`src/rtl/capture_ctrl.sv`:
```
// Camera capture sequencer: debounced start, optional framebuffer clear,
// vsync-framed pixel forwarding to the framebuffer write port, frame status.
module capture_ctrl #(
  parameter int unsigned AW      = 15,
  parameter int unsigned NPIX    = 19200,
  parameter int unsigned DB_CYC  = 16,
  parameter logic [7:0]  CLR_VAL = 8'h00
) (
  input  logic          pclk,
  input  logic          rst,
  input  logic          btn,
  input  logic          cont,
  input  logic          clr_en,
  input  logic          vsync,
  input  logic          cam_wr,
  input  logic [AW-1:0] cam_addr,
  input  logic [7:0]    cam_data,
  output logic          cam_en,
  output logic          mem_wr,
  output logic [AW-1:0] mem_addr,
  output logic [7:0]    mem_data,
  output logic          busy,
  output logic          frame_done,
  output logic          short_frame,
  output logic [7:0]    frame_cnt
);

  localparam int unsigned CW  = AW + 1;
  localparam int unsigned DBW = (DB_CYC > 1) ? $clog2(DB_CYC) : 1;
  localparam logic [CW-1:0]  NPIX_C  = CW'(NPIX);
  localparam logic [DBW-1:0] DB_LAST = DBW'(DB_CYC - 1);

  typedef enum logic [2:0] {
    S_IDLE, S_CLEAR, S_WAIT_VS, S_CAPTURE, S_DONE
  } state_t;

  state_t          state, state_n;
  logic            btn_s1, btn_s2, db_lvl, start;
  logic [DBW-1:0]  db_cnt;
  logic            vs_d, vs_fall, vs_rise;
  logic [CW-1:0]   clr_addr, clr_addr_n;
  logic [CW-1:0]   px_cnt, px_cnt_n, px_inc;
  logic            accept;
  logic            cam_en_n, mem_wr_n, busy_n, frame_done_n, short_frame_n;
  logic [AW-1:0]   mem_addr_n;
  logic [7:0]      mem_data_n, frame_cnt_n;

  // Button synchronizer, debouncer and rising-edge start pulse
  always_ff @(posedge pclk or posedge rst) begin
    if (rst) begin
      btn_s1 <= 1'b0;
      btn_s2 <= 1'b0;
      db_lvl <= 1'b0;
      db_cnt <= '0;
      start  <= 1'b0;
      vs_d   <= 1'b0;
    end else begin
      btn_s1 <= btn;
      btn_s2 <= btn_s1;
      vs_d   <= vsync;
      start  <= 1'b0;
      if (btn_s2 == db_lvl) begin
        db_cnt <= '0;
      end else if (db_cnt == DB_LAST) begin
        db_lvl <= btn_s2;
        db_cnt <= '0;
        start  <= btn_s2;
      end else begin
        db_cnt <= db_cnt + DBW'(1);
      end
    end
  end

  assign vs_fall = vs_d & ~vsync;
  assign vs_rise = ~vs_d & vsync;
  assign accept  = cam_wr && (CW'(cam_addr) < NPIX_C);
  assign px_inc  = px_cnt + CW'(accept);

  // State register and registered outputs
  always_ff @(posedge pclk or posedge rst) begin
    if (rst) begin
      state       <= S_IDLE;
      clr_addr    <= '0;
      px_cnt      <= '0;
      cam_en      <= 1'b0;
      mem_wr      <= 1'b0;
      mem_addr    <= '0;
      mem_data    <= '0;
      busy        <= 1'b0;
      frame_done  <= 1'b0;
      short_frame <= 1'b0;
      frame_cnt   <= '0;
    end else begin
      state       <= state_n;
      clr_addr    <= clr_addr_n;
      px_cnt      <= px_cnt_n;
      cam_en      <= cam_en_n;
      mem_wr      <= mem_wr_n;
      mem_addr    <= mem_addr_n;
      mem_data    <= mem_data_n;
      busy        <= busy_n;
      frame_done  <= frame_done_n;
      short_frame <= short_frame_n;
      frame_cnt   <= frame_cnt_n;
    end
  end

  // Next-state and next-output logic; the first clear write is issued on entry
  always_comb begin
    state_n       = state;
    clr_addr_n    = clr_addr;
    px_cnt_n      = px_cnt;
    mem_wr_n      = 1'b0;
    mem_addr_n    = mem_addr;
    mem_data_n    = mem_data;
    frame_done_n  = 1'b0;
    short_frame_n = short_frame;
    frame_cnt_n   = frame_cnt;

    case (state)
      S_IDLE: begin
        if (start) begin
          if (clr_en) begin
            state_n    = S_CLEAR;
            mem_wr_n   = 1'b1;
            mem_addr_n = '0;
            mem_data_n = CLR_VAL;
            clr_addr_n = CW'(1);
          end else begin
            state_n = S_WAIT_VS;
          end
        end
      end
      S_CLEAR: begin
        if (start) begin
          state_n = S_IDLE;
        end else if (clr_addr == NPIX_C) begin
          state_n = S_WAIT_VS;
        end else begin
          mem_wr_n   = 1'b1;
          mem_addr_n = clr_addr[AW-1:0];
          mem_data_n = CLR_VAL;
          clr_addr_n = clr_addr + CW'(1);
        end
      end
      S_WAIT_VS: begin
        if (start) begin
          state_n = S_IDLE;
        end else if (vs_fall) begin
          state_n  = S_CAPTURE;
          px_cnt_n = '0;
        end
      end
      S_CAPTURE: begin
        if (start) begin
          state_n = S_IDLE;
        end else begin
          if (accept) begin
            mem_wr_n   = 1'b1;
            mem_addr_n = cam_addr;
            mem_data_n = cam_data;
            px_cnt_n   = px_inc;
          end
          // A full count wins over a coincident vsync rise
          if (px_inc == NPIX_C || vs_rise) begin
            state_n       = S_DONE;
            frame_done_n  = 1'b1;
            short_frame_n = (px_inc != NPIX_C);
            frame_cnt_n   = frame_cnt + 8'd1;
          end
        end
      end
      S_DONE: begin
        state_n = cont ? S_WAIT_VS : S_IDLE;
      end
      default: begin
        state_n = S_IDLE;
      end
    endcase

    cam_en_n = (state_n == S_CAPTURE);
    busy_n   = (state_n != S_IDLE);
  end

endmodule

```
`config.mk`:
```
export PLATFORM = sky130hd
export DESIGN_NAME = capture_ctrl
export DESIGN_NICKNAME = d
export VERILOG_FILES = /design/src/rtl/capture_ctrl.sv
export SDC_FILE = /design/constraint.sdc
export NUM_CORES = 1
export LEC_CHECK = 0
export ABC_AREA = 1
export ABC_CLOCK_PERIOD_IN_PS = 3000
export BUFFER_PORTS_ARGS = -buffer_cell sky130_fd_sc_hd__buf_2
export CORE_MARGIN = 4
export CORE_UTILIZATION = 55
export CTS_BUF_LIST = sky130_fd_sc_hd__clkbuf_8
export DETAILED_ROUTE_END_ITERATION = 8
export PLACE_DENSITY = 0.76
export REMOVE_ABC_BUFFERS = 1
export SLEW_MARGIN = 10
export SYNTH_ARGS = -nofsm -noshare
export SYNTH_HDL_FRONTEND = slang
export SYNTH_SLANG_ARGS = --single-unit
```
`constraint.sdc`:
```
create_clock -name pclk -period 3 [get_ports pclk]
set_input_delay 0 -clock pclk [delete_from_list [all_inputs] [get_ports pclk]]
set_output_delay 0 -clock pclk [all_outputs]
set_load 0.01 [all_outputs]
```
==> qor.txt, run 1 <==
R2r endpoint -> mem_data[1]
Initial antenna violation count -> 0
Hold crit path type -> primary input to register
Sequential share of the synthesized area -> 47.8%
Starting Density -> 57.1%
Core area -> 7330 µm²
Clock slew at reported path FFs -> 90 ps
Worst Setup Start Kind -> primary input
Vias in the first global route -> 3678
Status -> complete, no violations
Post-CTS Setup Bufs -> 0
Slowest stage cell, crit path -> dlygate4sd3_1
Crit Path Category -> primary input to register
Cell with the most instances after synthesis -> nand2_1
Global-route wire length before repair -> 16.8 mm
Fraction of layout instances using a drive strength above 1 -> 17.4%
I/O Buffers -> 65
WP data required -> 3290 ps
Area grow syn2layout -> 21.2%
CTS tree -> done
GRT overflow -> 0
Crit path capture type -> register
Actual transition at the worst max-transition pin -> 979 ps
Worst skew pair latency -> 360 ps
CTS Sinks -> 80
Worst Reg-to-Reg Cells -> 10
Yosys cell types -> 34
Cells after Synth -> 523
Post-route antenna net violation count -> 0
FP Rows -> 31
Final non-filler cell total -> 720
Leakage -> 2.40 nW
Top FF cell, synth -> dfrtp_1
Number of synthesized register bits -> 80
Global placer's final weighted congestion -> 0.903
Largest net degree at the start of global routing -> 60
CP Cell Sequence -> dlygate4sd3_1 -> buf_2 -> a21o_1 -> nand4_1 -> nand3_1 -> inv_1 -> ha_1 -> ha_1 -> nand3_2 -> inv_1 -> nand3_1 -> xor2_1 -> nand2_1 -> nor2_2 -> nand2_2 -> a21oi_4 -> nand2_1 -> o21ai_0
Ports -> 66
Gr usage total -> 24.0%
Crit path DAT -> 2910 ps
Flop-to-flop setup slack -> 690 ps
DRC viols -> 0
Setup WS post-layout -> 376 ps
Crit path to -> frame_cnt[6]
Mapped Area -> 4190 µm²
Largest fanout on the critical path -> 11
Hpwl dp -> 7.08 mm
Count of final setup violators -> 0
Max-slew headroom -> 34.7%
Via count -> 3873
Die Span X -> 95.2 µm
Worst R2R Start -> state[2]
Yosys top cell by area -> dfrtp_1
Final hold violations -> 0
Final Slew Violations -> 0
Root buf cell -> clkbuf_8
Post-synth EDFFs -> 0
Max Root-Sink Buffers -> 2
Worst slack, placed -> 386 ps
# placed instances -> 679
Post-synth top area share -> 47.8%
Synth area leaders -> dfrtp_1, nand2_1, inv_1, nand3_1, nor2_1
Launch point of the worst path -> cam_addr[10]
Delay of the slowest critical-path stage -> 550 ps
DRT iter0 DRCs -> 222
Total Power -> 3.75 mW
DRT Wirelength -> 10.4 mm
Max-cap violations -> 0
Mean Syn Cell Area -> 8.00 µm²
Peak supply drop -> 396 µV
RSZ-0062 raised after global routing -> no
Post-Route Skew -> 12.7 ps
Synthesis warning total -> 0
Routed WL per cell -> 14.4 µm
CTS buffer count -> 9
# H-tree levels -> 3
Pwr/cell area -> 740 nW/µm²
FMAX -> 0.381 GHz
Vias/cell -> 5.38
Tcrit/Tclk final -> 87.5%
Nets@finish -> 650
Commonest cells in the netlist -> nand2_1, dfrtp_1, inv_1, nor2_1, nand3_1
Final worst path period need -> 2620 ps
Async set or reset register ratio after synthesis -> 100%
Die Y-Extent -> 95.2 µm
Drt first pass iters -> 5
Die area -> 9070 µm²
-- worst min-delay path by stage --
stage / start / to / slack [ps] / cells after the start
global placement: btn / btn_s1 / 110 / 1
global route: cam_addr[9] / mem_addr[9] / 20 / 3
finish: cam_addr[9] / mem_addr[9] / 30 / 3
CTS: cam_addr[14] / mem_addr[14] / 7 / 3
detailed placement: btn / btn_s1 / 110 / 1
floorplan: btn / btn_s1 / 30 / 0
-- cell families (layout without fill, tap and decap cells) --
family,after synthesis,in the layout,synth area share [%]
compound gates,90,90,12.7
xor+xnor,15,15,3.14
buf+inv,81,177,7.77
other cells,0,2,0
fa+ha+maj,6,6,1.79
simple gates,251,251,26.8
flops,80,80,47.8
-- power breakdown --
group / switching (mW) / leakage [nW] / total (mW) / internal (mW)
Clock: 0.427 / 0.102 / 0.822 / 0.394
Sequential: 0.191 / 1.02 / 1.54 / 1.35
Combinational: 0.883 / 1.28 / 1.39 / 0.506
-- cells in the final DEF, fill, tap and decap left out, types with 2 or more instances in the layout --
cell / n
nand2_1: 115
dfrtp_1: 80
buf_2: 65
inv_1: 62
nor2_1: 51
nand3_1: 40
o21ai_0: 33
a21oi_1: 23
dlygate4sd3_1: 23
a22oi_1: 15
nand4_1: 13
xor2_1: 13
o31ai_1: 10
clkbuf_8: 9
nor3_1: 8
nor4_1: 7
ha_1: 6
buf_4: 6
nor2_2: 4
nand2_2: 4
nor2_4: 3
inv_2: 3
o21bai_1: 3
diode_2: 2
clkinv_2: 2
o21a_1: 2
nand3b_1: 2
xnor2_1: 2
clkinv_4: 2
-- area by class of cell --
type	count	area [µm²]
clock buffer	9	124
sequential	80	2000
tap	99	124
fill	594	2260
inverter	66	249
multi-input combinational	362	1870
clock inverter	7	80.1
timing repair buffer	95	621
antenna	2	5.00
-- sequential cells by signal, indices dropped and copies added (netlist names) --
name / cells
vs_d: 1
state: 3
mem_addr: 15
px_cnt: 16
frame_cnt: 8
clr_addr: 16
btn_s1: 1
db_lvl: 1
btn_s2: 1
frame_done: 1
start: 1
short_frame: 1
mem_data: 8
mem_wr: 1
cam_en: 1
db_cnt: 4
busy: 1
-- repair_timing --
action / CTS / global route
hold buffers: 23 / 0
gates resized for setup: 0 / 1
endpoints found under the hold margin: 80 / 0
endpoints found under the setup margin: 0 / 8
-- critical path, delay by kind of cell --
kind / cells / cell delay (ps)
buffers and inverters: 4 / 900
AND/OR/NAND/NOR: 8 / 840
AO/OA/AOI/OAI: 3 / 530
adder cells (fa/ha/maj): 2 / 440
XOR/XNOR: 1 / 190
-- stage by stage --
step                      utilization (%)  hold slack, ps  area, µm²  setup TNS (ps)
after floorplan                         -            31.4       4110           -5000
after global placement               63.1             109       4630               0
after detailed placement             63.1             113       4630               0
after CTS                            69.0            7.19       5060               0
after global routing                 69.1            15.8       5070               0
final                                69.2            31.5       5070               0
-- routing by layer --
layer	share of wire [%]	track usage, %
met1	43	31.7
met2	49	37.8
met3	5.2	5.60
met4	2.6	10.8
met5	0	0
Power figures use the tool's default switching activity.
==> run 2: changes to the inputs <==
- ABC_CLOCK_PERIOD_IN_PS: 3000 -> 3400
- CORE_UTILIZATION: 55 -> 63
- PLACE_DENSITY: 0.76 -> 0.85
- clock period: 3 -> 3.4 ns (I/O delays scaled with it)
==> qor.txt, run 2 (synthesis results as in run 1) <==
FMAX -> 0.350 GHz
# placed instances -> 655
Crit Path Category -> primary input to register
Starting Density -> 65.5%
Setup TNS -> 0 ps
Hpwl dp -> 6.93 mm
CTS Sinks -> 80
GRT overflow -> 0
Max-slew headroom -> 39.1%
WP data required -> 3690 ps
Gr usage total -> 28.2%
Nets@finish -> 646
Worst skew pair latency -> 360 ps
Initial antenna violation count -> 0
Fraction of layout instances using a drive strength above 1 -> 17.1%
Worst Setup Start Kind -> primary input
Routed WL per cell -> 15.1 µm
FP Rows -> 29
Ports -> 66
Core area -> 6390 µm²
Root buf cell -> clkbuf_8
I/O Buffers -> 65
CTS buffer count -> 9
Global-route wire length before repair -> 17.3 mm
Most frequent cells in the layout -> nand2_1, dfrtp_1, buf_2
Via count -> 3916
Commonest non-fill, non-tap cell in the layout -> nand2_1
Total Power -> 3.29 mW
Final worst path period need -> 2860 ps
Clock slew at reported path FFs -> 90 ps
DRT Wirelength -> 10.4 mm
DRC viols -> 0
Vias/cell -> 5.66
Largest net degree at the start of global routing -> 55
Post-Route Skew -> 15.6 ps
Hold crit path type -> primary input to register
Max-cap violations -> 0
Crit path DAT -> 3150 ps
Count of final setup violators -> 0
Largest registers -> clr_addr x16, px_cnt x16, mem_addr x15
Pwr/cell area -> 661 nW/µm²
Area grow syn2layout -> 18.9%
Ant. Diodes -> 0
Actual transition at the worst max-transition pin -> 913 ps
CTS tree -> done
Status -> complete, no violations
Leakage -> 2.38 nW
Peak supply drop -> 484 µV
Hold_ws -> 15.2 ps
Crit path capture type -> register
Final Slew Violations -> 0
Vias in the first global route -> 3747
# H-tree levels -> 3
Global placer's final weighted congestion -> 0.871
Largest fanout on the critical path -> 11
Tcrit/Tclk final -> 84.1%
Final non-filler cell total -> 692
Die Span X -> 89.5 µm
Die Y-Extent -> 89.5 µm
Max Root-Sink Buffers -> 2
RSZ-0062 raised after global routing -> no
Post-route antenna net violation count -> 0
DRT iter0 DRCs -> 344
Drt first pass iters -> 5
Die area -> 8010 µm²
Final hold violations -> 0
-- run 2: cell count changes in the layout (fill, tap and decap cells not counted), sizes merged --
cell | previous run | this run
dlygate4sd3 | 23 | 21
inv | 67 | 68
diode | 2 | 0
clkinvlp | 1 | 2
buf | 72 | 70
clkinv | 4 | 2
-- run 2: worst max-delay path, stage by stage --
cell and delay (ps):
dlygate4sd3_1 530, buf_2 120, a21o_1 180, nand4_1 70
nand3_1 130, inv_1 90, ha_1 210, ha_1 230
nand3_2 140, inv_1 140, nand3_1 100, xor2_1 220
nand2_1 90, nor2_2 130, nand2_2 100, a21oi_2 430
nand2_1 120, o21ai_1 100
-- run 2: what timing repair did --
| item | in CTS | in global routing |
|---|---|---|
| gates resized for setup | 0 | 0 |
| setup buffers | 0 | 0 |
| hold endpoints to repair | 73 | 0 |
| hold buffers | 21 | 0 |
-- run 2: worst paths after layout --
kind	start	to	slack (ps)	cells after the start
max in group asynchronous	rst	clr_addr[15]	2190	4
hold reg to reg	btn_s1	btn_s2	360	0
min in group asynchronous	rst	db_cnt[0]	370	3
setup / recovery	cam_addr[9]	frame_cnt[3]	540	18
setup reg to reg	start	mem_addr[13]	800	9
hold / removal	cam_addr[8]	mem_addr[8]	20	3
-- run 2: stage by stage --
stage	setup WS, ps	utilization, %	cell area (µm²)
2_1_floorplan	167	-	4110
3_3_place_gp	955	71.6	4570
3_5_place_dp	807	71.6	4570
4_1_cts	579	77.9	4980
5_1_grt	217	77.9	4980
6_report	540	77.9	4980
-- run 2: power by group --
part / internal, mW / switching [mW]
clock: 0.341 / 0.371
sequential: 1.19 / 0.180
combinational: 0.422 / 0.782
total: 1.95 / 1.33
-- run 2: routing by layer --
metal  wire length [µm]  vias to the layer above  track usage, %  part of all wire (%)
li1                   -                     1895               -                     -
met1               4230                     1833            37.0                    40
met2               5160                      161            45.0                    49
met3                770                       27            5.99                   7.4
met4                286                        0            13.1                   2.7
met5                  0                        -               0                     0
-- run 2: cell type report --
type                       count  area (µm²)
sequential                    80        2000
multi-input combinational    362        1860
fill                         446        1410
timing repair buffer          91         573
inverter                      66         249
clock buffer                   9         124
tap                           77        96.3
clock inverter                 7        71.3
==> run 3: changes to the inputs <==
- ABC_AREA: 1 -> 0
- ABC_CLOCK_PERIOD_IN_PS: 3400 -> 2800
- CORE_UTILIZATION: 63 -> 59
- PLACE_DENSITY: 0.85 -> 0.81
- clock period: 3.4 -> 2.8 ns (I/O delays scaled with it)
==> qor.txt, run 3 <==
Area grow syn2layout -> 22.6%
Final non-filler cell total -> 625
Gr usage total -> 25.6%
Setup WS post-layout -> 164 ps
GRT overflow -> 0
Final Slew Violations -> 0
Global placer's final weighted congestion -> 0.887
Die area -> 8440 µm²
WP data required -> 3080 ps
Async set or reset register ratio after synthesis -> 100%
Yosys cell types -> 57
Status -> complete, no violations
Drt first pass iters -> 5
Die Y-Extent -> 91.9 µm
Yosys top cell by area -> dfrtp_1
Mean Syn Cell Area -> 9.64 µm²
Post-route antenna net violation count -> 0
Most frequent cells in the layout -> dfrtp_1, buf_2, nor2_1
Cells after Synth -> 431
Final hold violations -> 0
FMAX -> 0.379 GHz
Comb pwr share -> 31.5%
Hpwl dp -> 6.52 mm
Max-cap violations -> 0
Sequential share of the synthesized area -> 48.2%
Starting Density -> 60.8%
Post-Route Skew -> 12.3 ps
Post-synth EDFFs -> 0
FP Rows -> 30
Pwr/cell area -> 702 nW/µm²
Largest registers -> clr_addr x16, px_cnt x16, mem_addr x15
DRC viols -> 0
Vias/cell -> 5.84
Largest fanout on the critical path -> 5
DRT iter0 DRCs -> 276
Crit path DAT -> 2920 ps
Ports -> 66
Commonest cells in the netlist -> dfrtp_1, nor2_1, o21ai_0, a21oi_1, nand3_1
Hold crit path type -> primary input to register
Max Root-Sink Buffers -> 2
Crit path capture type -> register
CTS tree -> done
Post-synth top area share -> 48.2%
Tcrit/Tclk final -> 94.1%
# H-tree levels -> 3
Vias in the first global route -> 3576
Global-route wire length before repair -> 17.5 mm
Die Span X -> 91.9 µm
Largest net degree at the start of global routing -> 38
Synthesis warning total -> 0
DRT Wirelength -> 10.2 mm
Root buf cell -> clkbuf_8
Worst slack, placed -> -268 ps
Final worst path period need -> 2640 ps
Via count -> 3653
CTS Sinks -> 80
RSZ-0062 raised after global routing -> no
CTS buffer count -> 9
Hold_ws -> 35.9 ps
Commonest non-fill, non-tap cell in the layout -> dfrtp_1
Initial antenna violation count -> 0
Routed WL per cell -> 16.3 µm
Peak supply drop -> 454 µV
# placed instances -> 587
Leakage -> 2.17 nW
Number of synthesized register bits -> 80
Psw -> 1.29 mW
Total Power -> 3.57 mW
Crit Path Category -> primary input to register
Cell with the most instances after synthesis -> dfrtp_1
Actual transition at the worst max-transition pin -> 699 ps
Sw Share -> 36.2%
Mapped Area -> 4150 µm²
Top FF cell, synth -> dfrtp_1
Clock power frac -> 24.6%
Synth area leaders -> dfrtp_1, o21ai_0, a21oi_1, nor2_1, nand3_1
Count of final setup violators -> 0
Nets@finish -> 559
Reg power frac -> 44.0%
Fraction of layout instances using a drive strength above 1 -> 24.1%
I/O Buffers -> 65
Max-slew headroom -> 53.3%
Core area -> 6830 µm²
Worst Setup Start Kind -> primary input
Int Pwr -> 2.28 mW
Worst skew pair latency -> 350 ps
Clock slew at reported path FFs -> 90 ps
-- run 3: cell types whose count changed after synthesis, moves of 9 or more --
| cell | before | now |
|---|---|---|
| nand2_1 | 115 | 25 |
| inv_1 | 63 | 19 |
| nor2_1 | 51 | 38 |
| clkbuf_1 | 6 | 18 |
| nand3_1 | 40 | 28 |
| xnor2_1 | 2 | 11 |
-- run 3: critical path: stages --
cell           delay (ps)
dlygate4sd3_1         530
buf_2                 140
a21boi_2              170
ha_2                  250
ha_1                  220
and3_1                200
buf_4                 140
nand4_1               160
mux2i_2               260
o2111ai_4             190
buf_4                 210
a211oi_2              270
xor2_1                170
-- run 3: final timing paths --
path	start	to	slack (ps)	cells after the start
max	cam_addr[14]	frame_cnt[4]	160	13
min	cam_addr[11]	mem_addr[11]	40	3
max reg2reg	px_cnt[0]	frame_cnt[4]	190	10
min reg2reg	btn_s1	btn_s2	360	0
max in group asynchronous	rst	px_cnt[1]	1850	4
min in group asynchronous	rst	mem_data[6]	160	3
-- run 3: area by class of cell --
| type | count | area (µm²) |
|---|---|---|
| repair buffers | 110 | 728 |
| multi-input cells | 303 | 1960 |
| flip-flops and latches | 80 | 2000 |
| inverters | 19 | 72.6 |
| clock buffers | 10 | 138 |
| diodes | 1 | 2.50 |
| fillers | 482 | 1740 |
| well taps | 96 | 120 |
| clock inverters | 6 | 67.6 |
-- run 3: power by group through the flow --
stage	logic (mW)	registers, mW	clock network, mW
global placement	1.04	1.57	0
CTS	1.11	1.56	0.884
global route	1.25	1.60	0.949
floorplan	0.570	1.64	0
finish	1.12	1.57	0.877
detailed placement	1.07	1.58	0
-- run 3: what timing repair did --
item | CTS | global route
buffers inserted | 0 | 0
resized for setup | 0 | 4
endpoints found under the hold margin | 47 | 0
hold buffers | 21 | 0
setup endpoints to repair | 0 | 8
-- run 3: stage by stage --
step | util (%) | TNS (ps) | instance area, µm²
finish | 74.5 | 0 | 5090
global placement | 68.2 | -613 | 4660
global route | 74.5 | 0 | 5090
detailed placement | 68.2 | -2110 | 4660
floorplan | - | -195 | 4020
CTS | 74.3 | 0 | 5080
-- run 3: cell families after synthesis --
| group | after synthesis | synth area share (%) |
|---|---|---|
| mux | 3 | 0.874 |
| buf+inv | 48 | 5.00 |
| fa+ha+maj | 6 | 1.81 |
| flops | 80 | 48.2 |
| xor+xnor | 23 | 4.85 |
| simple gates | 152 | 19.3 |
| compound gates | 119 | 19.9 |
-- run 3: metal layers --
layer | wire, µm | track usage, % | vias up
li1 | - | - | 1733
met2 | 5020 | 40.7 | 103
met1 | 4560 | 35.3 | 1801
met5 | 0 | 0 | -
met3 | 460 | 4.10 | 16
met4 | 163 | 9.78 | 0
